## config.mk

```make
export PLATFORM = sky130hd
export DESIGN_NAME = rotor_step_controller
export DESIGN_NICKNAME = d
export VERILOG_FILES = /design/src/rtl/enigma_pkg.sv /design/src/rtl/rotor_counter.sv /design/src/rtl/rotor_step_controller.sv
export SDC_FILE = /design/constraint.sdc
export NUM_CORES = 1
export LEC_CHECK = 0
export CORE_MARGIN = 3
export CORE_UTILIZATION = 40
export CTS_CLUSTER_DIAMETER = 80
export CTS_CLUSTER_SIZE = 16
export DETAILED_ROUTE_END_ITERATION = 10
export HOLD_SLACK_MARGIN = 0.12
export PLACE_DENSITY = 0.69
export SETUP_SLACK_MARGIN = 0.02
export SYNTH_ARGS = -nofsm -noshare
export SYNTH_HDL_FRONTEND = slang
export SYNTH_SLANG_ARGS = --single-unit
```

## constraint.sdc

```tcl
create_clock -name clock -period 2.1 [get_ports clock]
set_clock_uncertainty 0.05 [all_clocks]
set_input_delay 0.315 -clock clock [delete_from_list [all_inputs] [get_ports clock]]
set_output_delay 0.315 -clock clock [all_outputs]
set_load 0.05 [all_outputs]
```

## src/rtl/enigma_pkg.sv

```systemverilog
// Shared definitions for the rotor stepping block: letter width, alphabet
// size, default turnover notches and the controller state encoding.
package enigma_pkg;

    localparam int LETTER_W        = 5;
    localparam int ALPHA           = 26;
    localparam int NOTCH_R_DEFAULT = 21;
    localparam int NOTCH_M_DEFAULT = 4;

    typedef logic [LETTER_W-1:0] letter_t;

    typedef enum logic [1:0] {
        ST_IDLE = 2'd0,
        ST_STEP = 2'd1,
        ST_REQ  = 2'd2,
        ST_DONE = 2'd3
    } state_t;

    // Largest legal position/letter for a given alphabet size.
    function automatic letter_t last_letter(input int alpha);
        return letter_t'(alpha - 1);
    endfunction

endpackage

```

## src/rtl/rotor_counter.sv

```systemverilog
// Single rotor position: a mod-ALPHA counter that advances by one on inc and
// flags when it sits on its turnover notch.
module rotor_counter
    import enigma_pkg::*;
#(
    parameter int ALPHA = enigma_pkg::ALPHA,
    parameter int NOTCH = 0
) (
    input  logic    clock,
    input  logic    reset,
    input  logic    inc,
    output letter_t pos,
    output logic    at_notch
);

    localparam letter_t LAST      = last_letter(ALPHA);
    localparam letter_t NOTCH_POS = letter_t'(NOTCH);

    // Position register: synchronous clear, wrap from the last position to 0.
    // NOTE: sequential state uses non-blocking assignments so every register
    // samples pre-edge values, which is what makes the pre-step notch
    // decisions in the controller hold.
    always_ff @(posedge clock) begin
        if (reset) begin
            pos <= '0;
        end else if (inc) begin
            pos <= (pos == LAST) ? '0 : pos + 1'b1;
        end
    end

    // Notch flag reflects the current (pre-step) position.
    assign at_notch = (pos == NOTCH_POS);

endmodule

```

## src/rtl/rotor_step_controller.sv

```systemverilog
// Rotor stepping controller: on a key press steps the three rotors with the
// classic double-step rule, hands the letter to the substitution datapath,
// waits for its acknowledge and presents the ciphertext for one cycle.
// In IDLE with configuration mode held, rotors can be advanced one at a time.
module rotor_step_controller
    import enigma_pkg::*;
#(
    parameter int NOTCH_R = NOTCH_R_DEFAULT,
    parameter int NOTCH_M = NOTCH_M_DEFAULT,
    parameter int ALPHA   = enigma_pkg::ALPHA
) (
    input  logic          clock,
    input  logic          reset,
    input  logic          key_valid,
    input  logic [4:0]    key_code,
    input  logic          cfg_enable,
    input  logic [1:0]    cfg_select,
    input  logic          cfg_increment,
    input  logic          cipher_ack,
    input  logic [4:0]    cipher_result,
    output logic [4:0]    pos_r,
    output logic [4:0]    pos_m,
    output logic [4:0]    pos_l,
    output logic          cipher_req,
    output logic [4:0]    cipher_key,
    output logic          out_valid,
    output logic [4:0]    out_char,
    output logic          busy
);

    localparam letter_t LAST = last_letter(ALPHA);

    state_t state;

    logic notch_r;
    logic notch_m;
    logic key_accept;
    logic cfg_go;
    logic step;
    logic inc_r;
    logic inc_m;
    logic inc_l;

    // A key only starts a cycle from IDLE, outside configuration mode and
    // with a legal letter; configuration wins whenever cfg_enable is held.
    assign key_accept = (state == ST_IDLE) && key_valid && !cfg_enable
                        && (key_code <= LAST);
    assign cfg_go     = (state == ST_IDLE) && cfg_enable && cfg_increment;
    assign step       = (state == ST_STEP);

    // Rotor advance enables: key stepping with double-step, or a manual
    // single-rotor nudge that never carries into a neighbour.
    // NOTE: every signal written here gets a default first so no path leaves
    // it unassigned, which keeps this purely combinational with no latch.
    always_comb begin
        inc_r = 1'b0;
        inc_m = 1'b0;
        inc_l = 1'b0;
        if (step) begin
            inc_r = 1'b1;
            inc_m = notch_r || notch_m;
            inc_l = notch_m;
        end else if (cfg_go) begin
            case (cfg_select)
                2'd0:    inc_r = 1'b1;
                2'd1:    inc_m = 1'b1;
                2'd2:    inc_l = 1'b1;
                default: ;
            endcase
        end
    end

    rotor_counter #(.ALPHA(ALPHA), .NOTCH(NOTCH_R)) u_rotor_r (
        .clock    (clock),
        .reset    (reset),
        .inc      (inc_r),
        .pos      (pos_r),
        .at_notch (notch_r)
    );

    rotor_counter #(.ALPHA(ALPHA), .NOTCH(NOTCH_M)) u_rotor_m (
        .clock    (clock),
        .reset    (reset),
        .inc      (inc_m),
        .pos      (pos_m),
        .at_notch (notch_m)
    );

    // Left rotor turnover is never used as a step condition.
    rotor_counter #(.ALPHA(ALPHA), .NOTCH(0)) u_rotor_l (
        .clock    (clock),
        .reset    (reset),
        .inc      (inc_l),
        .pos      (pos_l),
        .at_notch ()
    );

    // Controller FSM with registered handshake and status outputs.
    always_ff @(posedge clock) begin
        if (reset) begin
            state      <= ST_IDLE;
            cipher_req <= 1'b0;
            cipher_key <= '0;
            out_valid  <= 1'b0;
            out_char   <= '0;
            busy       <= 1'b0;
        end else begin
            out_valid <= 1'b0;
            case (state)
                ST_IDLE: begin
                    if (key_accept) begin
                        cipher_key <= key_code;
                        busy       <= 1'b1;
                        state      <= ST_STEP;
                    end
                end
                ST_STEP: begin
                    cipher_req <= 1'b1;
                    state      <= ST_REQ;
                end
                ST_REQ: begin
                    if (cipher_ack) begin
                        cipher_req <= 1'b0;
                        out_char   <= cipher_result;
                        out_valid  <= 1'b1;
                        state      <= ST_DONE;
                    end
                end
                ST_DONE: begin
                    busy  <= 1'b0;
                    state <= ST_IDLE;
                end
                default: begin
                    cipher_req <= 1'b0;
                    busy       <= 1'b0;
                    state      <= ST_IDLE;
                end
            endcase
        end
    end

endmodule

```

* Yosys cells after proc, flatten, opt, wreduce, memory -nomap -nowiden *
Index checks and enable logic that the tools add are counted.

storage, ports and cells
  output and inout bits = 28
  input port bits = 18
  register bits = 30
  word-level logic and storage cells = 63

cells by class
  multiplexer cells = 20
  reductions and logical operators = 17
  magnitude comparators = 1
  equal/unequal tests = 12
  $add $sub $neg = 3
  bitwise operators = 1

operator list
  cell                   count
  $eq A5 B5 Y1 const B   4
  $add A5 B1 Y5 const B  3
  $mux W5                3
  $mux W1                12
  $reduce_and A2 Y1      5
  $pmux W2 S4            1
  $eq A2 B2 Y1 const B   3
  $eq A5 B3 Y1 const B   1
  $le A5 B5 Y1 const B   1
  $logic_and A1 B1 Y1    5
  $eq A2 B1 Y1 const B   2
  $logic_not A2 Y1       2
  $mux W2                2
  $ne A2 B2 Y1 const B   2
  $pmux W1 S2            2
  $reduce_bool A2 Y1     2
  $reduce_or A2 Y1       1
  $logic_not A1 Y1       1
  $logic_or A1 B1 Y1     1
  $not A1 Y1             1

* Logic depth before layout (Yosys ltp) *
Gate-level depths: netlist of the first run.

  word-level depth = 6
  depth in mapped cells = 7
  depth with buffers taken out = 6

* By module *
Synthesis of the first run repeated with hierarchy kept, for this count alone.

unflattened totals
  cells, all modules = 160
  area, all modules = 1487.7 um2

modules (own cells, without submodules)
  module                     times used  cells an instance  area an instance (um2)
  rotor_step_controller      1           83                 729.4
  rotor_counter (u_rotor_r)  1           25                 256.5
  rotor_counter (u_rotor_m)  1           26                 251.5
  rotor_counter (u_rotor_l)  1           26                 250.2

* Least setup slack after synthesis of the first run *
OpenSTA, ideal clock, no wires.

  path kind = reg-to-reg
  from = register u_rotor_r.pos[1]
  to = register u_rotor_m.pos[2]
  setup time = 115 ps
  data arrival time = 1794 ps
  path slack = 140 ps
  cell stages (with the launch flop) = 8
  data required time = 1935 ps
  path buffers = 1
  path through = dfxtp_1 > inv_1 > ha_1 > and4b_1 > a32o_1 > buf_6 > and4_4 > a31o_1

on the way
  cells in the longest elaborated chain, start to end = 3

RTL lines
  item                      line                         RTL
  start: declaration        rotor_counter.sv:12          output letter_t pos,
  start signal: assignment  rotor_counter.sv:27          pos <= (pos == LAST) ? '0 : pos + 1'b1;
  $eq A5 B5 Y1              rotor_counter.sv:32          assign at_notch = (pos == NOTCH_POS);
  $logic_or A1 B1 Y1        rotor_step_controller.sv:61  inc_m = notch_r || notch_m;
  $mux W1                   rotor_step_controller.sv:59  if (step) begin
  end signal: assignment    rotor_counter.sv:27
  end: declaration          rotor_counter.sv:12

Every way passes these cells.
A chain may end at the register's enable or synchronous reset.

* Final worst setup path of the first run *
  from = register u_rotor_l.pos[2]
  to = output pos_l[2]

RTL lines
  item                      line                         RTL
  start: declaration        rotor_counter.sv:12
  start signal: assignment  rotor_counter.sv:27
  end: declaration          rotor_step_controller.sv:23  output logic [4:0] pos_l,

No word-level cell between the ends.

==> metrics.cfg, run 1 <==
[global_routing]
grt_max_degree=19
overflow=0
grt_pass1_wl_mm=6.11
grtUsageTotal_pct=17.6
grt_pass1_vias=1320
grt_antenna_before_repair=0

[logic_synthesis]
ys_top_cells_by_count=dfxtp_1, nor2_1, inv_1
avgSynthCellArea_um2=8.91
synthFlopType=dfxtp_1
yosysTopAreaCellShare_pct=38.3
synth.most_common_cell=dfxtp_1
synthArstFlopShare_pct=0
synth_cell_type_count=42
synth_edf_count=0
synth-seq-cells=30
syn_area_um2=1570
synth.net_count=206
yosysSeqAreaShare_pct=38.3
synth.largest_area_cell=dfxtp_1
syn_inst=176
yosysWarnings=0
synth.area.top_cells=dfxtp_1, ha_1, mux2i_1

[timing]
finalCritPeriodShare_pct=95.0
slew_headroom_pct=65.6
layout_setup_ws_ps=105
slew_viol_final=0
rsz0062_at_grt=true
timing_hold_violations_final=0
finalSetupViolCount=0
post-route-min-period_ps=2000
max_freq_mhz=501
setup_tns_ps=0
worst_slew_pin_slew_ps=514

[cts]
clock_latency_ps=280
tritoncts=built
h-tree-depth=2
clock_sinks=30
clkTransAtPathRegs_ps=60
clockBufferDepth=2
cts-buffers-inserted=5
cts_setup_buffers=0
cts.root.buffer_cell=clkbuf_8

[worst_hold_path]
hold_class=reg2reg

[flow_run]
cap_violations=0

[critical_path]
critPathCaptureType=output pin
worstSetupPathType=reg2out
cp.required_ps=1740
cp.arrival_ps=1630
cp_num_buf_inv=1
critPathMaxFanout=10
slowest_stage=clkdlybuf4s50_1
crit_path_cell_trace=clkdlybuf4s50_1
worst_setup_path_start_kind=flop
cpPeakStageDelay_ps=860
cpLargestDelayFamily=buffers and inverters

[placement]
hpwl_mm=2.85
placed_cells=265
globalplace.congestion=0.818
place_ws_ps=26.3
portBuffers=45
place_area_um2=2070

[die]
pin_count=46
die_x_um=68.6
die_h_um=68.6
initial_core_util_pct=42.2
core_area_um2=3720
rows=22
dieArea_um2=4710

[finish]
stdcell_count=272
nets=254
regArea_um2=601
antenna-diode-count=0
area_growth_pct=37.5
multi_input_area_um2=890
final_layout_size_suffix_gt1_share_pct=6.25
nFillCells=352
fin_area_um2=2160
final_util_pct=58.0

[drt]
first_pass_iters=4
drt-vias-per-instance=5.28
drtAntennaViolNets=0
avgRoutedWirePerCell_um=13.8
drt_iter0_drc=47
via_count=1437
post-route-drc-count=0
finalWirelength_mm=3.76

[pwr]
p_per_area_nw_per_um2=919
leakage_nw=0.811
peakVddDrop_uv=504

[outcome]
status=finished, final reports clean

-- timing repair --
action	in CTS	in global routing
hold buffers	0	0
endpoints found under the setup margin	0	4
resized for setup	0	2
-- layout by cell type, fill, tap and decap left out, types with 2 or more instances in the layout --
cell             synthesis  final
clkbuf_8                 0      5
dfxtp_1                 30     30
nand3_1                  8      8
nor2b_1                  3      3
a211oi_1                 2      2
xnor2_1                  2      2
o211ai_1                 4      4
ha_1                    12     12
nor3_1                   2      2
and3_1                   2      2
a41oi_1                  4      4
nand4_1                  2      2
o41ai_1                  2      2
mux2i_1                  8      8
clkdlybuf4s50_1          0     45
nand2_1                 12     12
inv_1                   15     15
and4b_1                  3      3
nand4b_1                 2      2
clkbuf_1                 4      2
o21ai_0                 11     11
buf_4                    0      3
nor2_1                  17     17
a21oi_1                 10     10
-- cell families after synthesis --
logic type | count (synthesis) | synth area share, %
DFF | 30 | 38.3
buffers and inverters | 22 | 5.82
muxes | 8 | 5.11
AOI/OAI and AO/OA | 44 | 19.9
xor gates and xnor gates | 2 | 1.12
and+or+nand+nor | 58 | 20.2
adders and majority gates | 12 | 9.58
-- state kept, by name, indices dropped and copies added, names as in the netlist --
name	cells
out_valid	1
cipher_req	1
u_rotor_l.pos	5
out_char	5
u_rotor_r.pos	5
u_rotor_m.pos	5
busy	1
state	2
cipher_key	5
-- per-stage QoR --
stage	total power, mW	hold slack (ps)
after floorplan	1.32	409
after global placement	1.54	392
after detailed placement	1.57	392
after CTS	2.00	402
after global routing	2.12	427
final	1.98	402
-- worst min-delay path, stage by stage (launching register included) --
cell      delay [ps]
dfxtp_1          310
inv_1             50
a211oi_1          50
-- area by class of cell --
type,instances,area share (%)
timing repair buffer,48,21.9
multi-input combinational,124,41.3
tap,48,2.79
sequential,30,27.9
clock buffer,7,3.54
inverter,15,2.61
-- routing by layer --
metal  part of all wire (%)  up-vias  routed length [um]  global-route usage (%)
li1                       -      734                   -                       -
met1                     46      650                1720                    21.7
met2                     46       46                1720                    27.4
met3                    7.1        7                 265                    6.48
met4                    1.5        0                  57                    7.44
met5                      0        -                   0                       0
-- path summary, 6_finish.rpt --
path / from / endpoint / slack (ps) / depth (start not counted)
worst min-delay path: cipher_key[4] / cipher_key[4] / 400 / 2
worst min register to register: cipher_key[4] / cipher_key[4] / 400 / 2
worst max-delay path: u_rotor_l.pos[2] / pos_l[2] / 100 / 1
worst max register to register: state[1] / u_rotor_m.pos[2] / 160 / 6
-- where the power goes --
part           total, mW  switching (mW)  internal [mW]
clock network      0.423           0.196          0.227
logic              0.842           0.514          0.328
registers          0.716          0.0668          0.649
Power figures use the tool's default switching activity.
==> inputs of run 2 (changes only) <==
--- a/config.mk
+++ b/config.mk
@@ -5,7 +5,7 @@
 export SDC_FILE = /design/constraint.sdc
 export NUM_CORES = 1
 export LEC_CHECK = 0
-export CORE_MARGIN = 3
+export CORE_MARGIN = 1
 export CORE_UTILIZATION = 40
 export CTS_CLUSTER_DIAMETER = 80
 export CTS_CLUSTER_SIZE = 16
==> metrics.cfg, run 2 (synthesized netlist as in run 1, its figures left out) <==
[outcome]
status=finished, final reports clean

[global_routing]
use_met3_pct=5.63  ; -0.85 points
grt_pass1_vias=1347  ; +2.0%
grt_antenna_before_repair=0  ; unchanged
grt_pass1_wl_mm=6.00  ; -1.7%
top_usage_layer=met2
grtUsageTotal_pct=18.8  ; +1.1 points
met1_usage_pct=23.0  ; +1.3 points
use_met2_pct=30.5  ; +3.1 points
grt_max_degree=18  ; -1
overflow=0  ; unchanged

[pwr]
peakVddDrop_uv=465  ; -7.8%
p_total_mw=2.00  ; +0.81%
leakage_nw=0.815  ; +0.53%
p_per_area_nw_per_um2=923  ; +0.46%

[cts]
cts.root.buffer_cell=clkbuf_8
clock_sinks=30  ; unchanged
clock_latency_ps=280  ; about the same
clockBufferDepth=2  ; unchanged
tritoncts=built
h-tree-depth=2  ; unchanged
clkTransAtPathRegs_ps=60  ; about the same
cts_hold_buf=0  ; unchanged
cts-buffers-inserted=5  ; unchanged

[die]
rows=22  ; unchanged
core_area_um2=3720  ; unchanged
die_h_um=64.6  ; -5.8%
pin_count=46  ; unchanged
die_x_um=64.6  ; -5.8%
dieArea_um2=4170  ; -11%
initial_core_util_pct=42.2  ; unchanged

[finish]
final_layout_size_suffix_gt1_share_pct=6.67  ; +0.42 points
layout_common_cells=clkdlybuf4s50_1, dfxtp_1, nor2_1
nets=255  ; +0.39%
layout_commonest_cell=clkdlybuf4s50_1
antenna-diode-count=0  ; unchanged
area_growth_pct=38.0
nFillCells=349  ; -0.85%

[placement]
hpwl_mm=2.78  ; -2.6%
globalplace.congestion=0.835  ; +2.1%
portBuffers=45  ; unchanged

[drt]
drtAntennaViolNets=0  ; unchanged
post-route-drc-count=0  ; unchanged
drt-vias-per-instance=5.35  ; +1.2%
first_pass_iters=4  ; unchanged
via_count=1460  ; +1.6%
drt_iter0_drc=58  ; +23%
finalWirelength_mm=3.68  ; -2.1%
avgRoutedWirePerCell_um=13.5  ; -2.4%

[critical_path]
cpLargestDelayFamily=buffers and inverters
cp_num_buf_inv=1  ; unchanged
crit_path_cell_trace=clkdlybuf4s50_1
worst_setup_path_start_kind=flop
cp.arrival_ps=1640  ; about the same
cpPeakStageDelay_ps=870  ; about the same
slowest_stage=clkdlybuf4s50_1
cp.required_ps=1740  ; about the same
critPathMaxFanout=10  ; unchanged
worstSetupPathType=reg2out
critPathCaptureType=output pin

[worst_hold_path]
hold_class=reg2reg

[timing]
max_freq_mhz=498  ; -0.72%
finalCritPeriodShare_pct=95.7  ; +0.69 points
slew_headroom_pct=65.7  ; about the same
finalSetupViolCount=0  ; unchanged
timing_hold_violations_final=0  ; unchanged
setup_tns_ps=0  ; unchanged
rsz0062_at_grt=false
worst_slew_pin_slew_ps=514  ; -0.497 ps
slew_viol_final=0  ; unchanged
post-route-min-period_ps=2010  ; +14.5 ps

[flow_run]
cap_violations=0  ; unchanged

run 2: cell count changes in the layout (fill, tap and decap cells not counted), sizes merged:
cell and change:
buf +1
run 2: worst paths after layout:
check / from / end / slack [ps] / depth (start not counted)
setup / recovery: u_rotor_l.pos[2] / pos_l[2] / 90 / 1
hold / removal: cipher_key[3] / cipher_key[3] / 390 / 2
setup reg to reg: state[1] / u_rotor_m.pos[2] / 170 / 6
hold reg to reg: cipher_key[3] / cipher_key[3] / 390 / 2
run 2: per-stage QoR:
stage	cells	utilization [%]	setup WS [ps]	hold WS [ps]	area, um2
floorplan	176	-	140	409	1570
global placement	266	55.8	134	384	2070
detailed placement	266	55.8	77.5	388	2070
CTS	273	57.8	68.6	397	2150
global route	273	58.2	29.6	427	2160
finish	273	58.2	90.2	391	2160
run 2: layout make-up:
class	instances	area (um2)	area share (%)
multi-input cells	124	890	41.1
flip-flops and latches	30	601	27.8
repair buffers	49	480	22.2
clock buffers	7	76.3	3.53
well taps	48	60.1	2.78
inverters	15	56.3	2.60
run 2: where the power goes:
group	total [mW]	internal, mW	leakage [nW]	switching (mW)
Clock	0.429	0.228	0.0383	0.201
Combinational	0.853	0.332	0.534	0.521
Sequential	0.715	0.649	0.244	0.0657
run 2: worst min-delay path, cell delays in order, from the launching register on:
cell	delay, ps
dfxtp_1	300
inv_1	40
a21oi_1	50
run 2: routing by layer:
metal  part of all wire, %  routed length, um  vias up
met2                    48               1750       36
met3                   4.9                179        5
met5                     0                  0        -
met4                   1.1                 42        0
li1                      -                  -      733
met1                    46               1710      686
run 2: repair_timing:
action | in CTS | in global routing
buffers inserted | 0 | 0
endpoints found under the setup margin | 0 | 2
resized for setup | 0 | 2
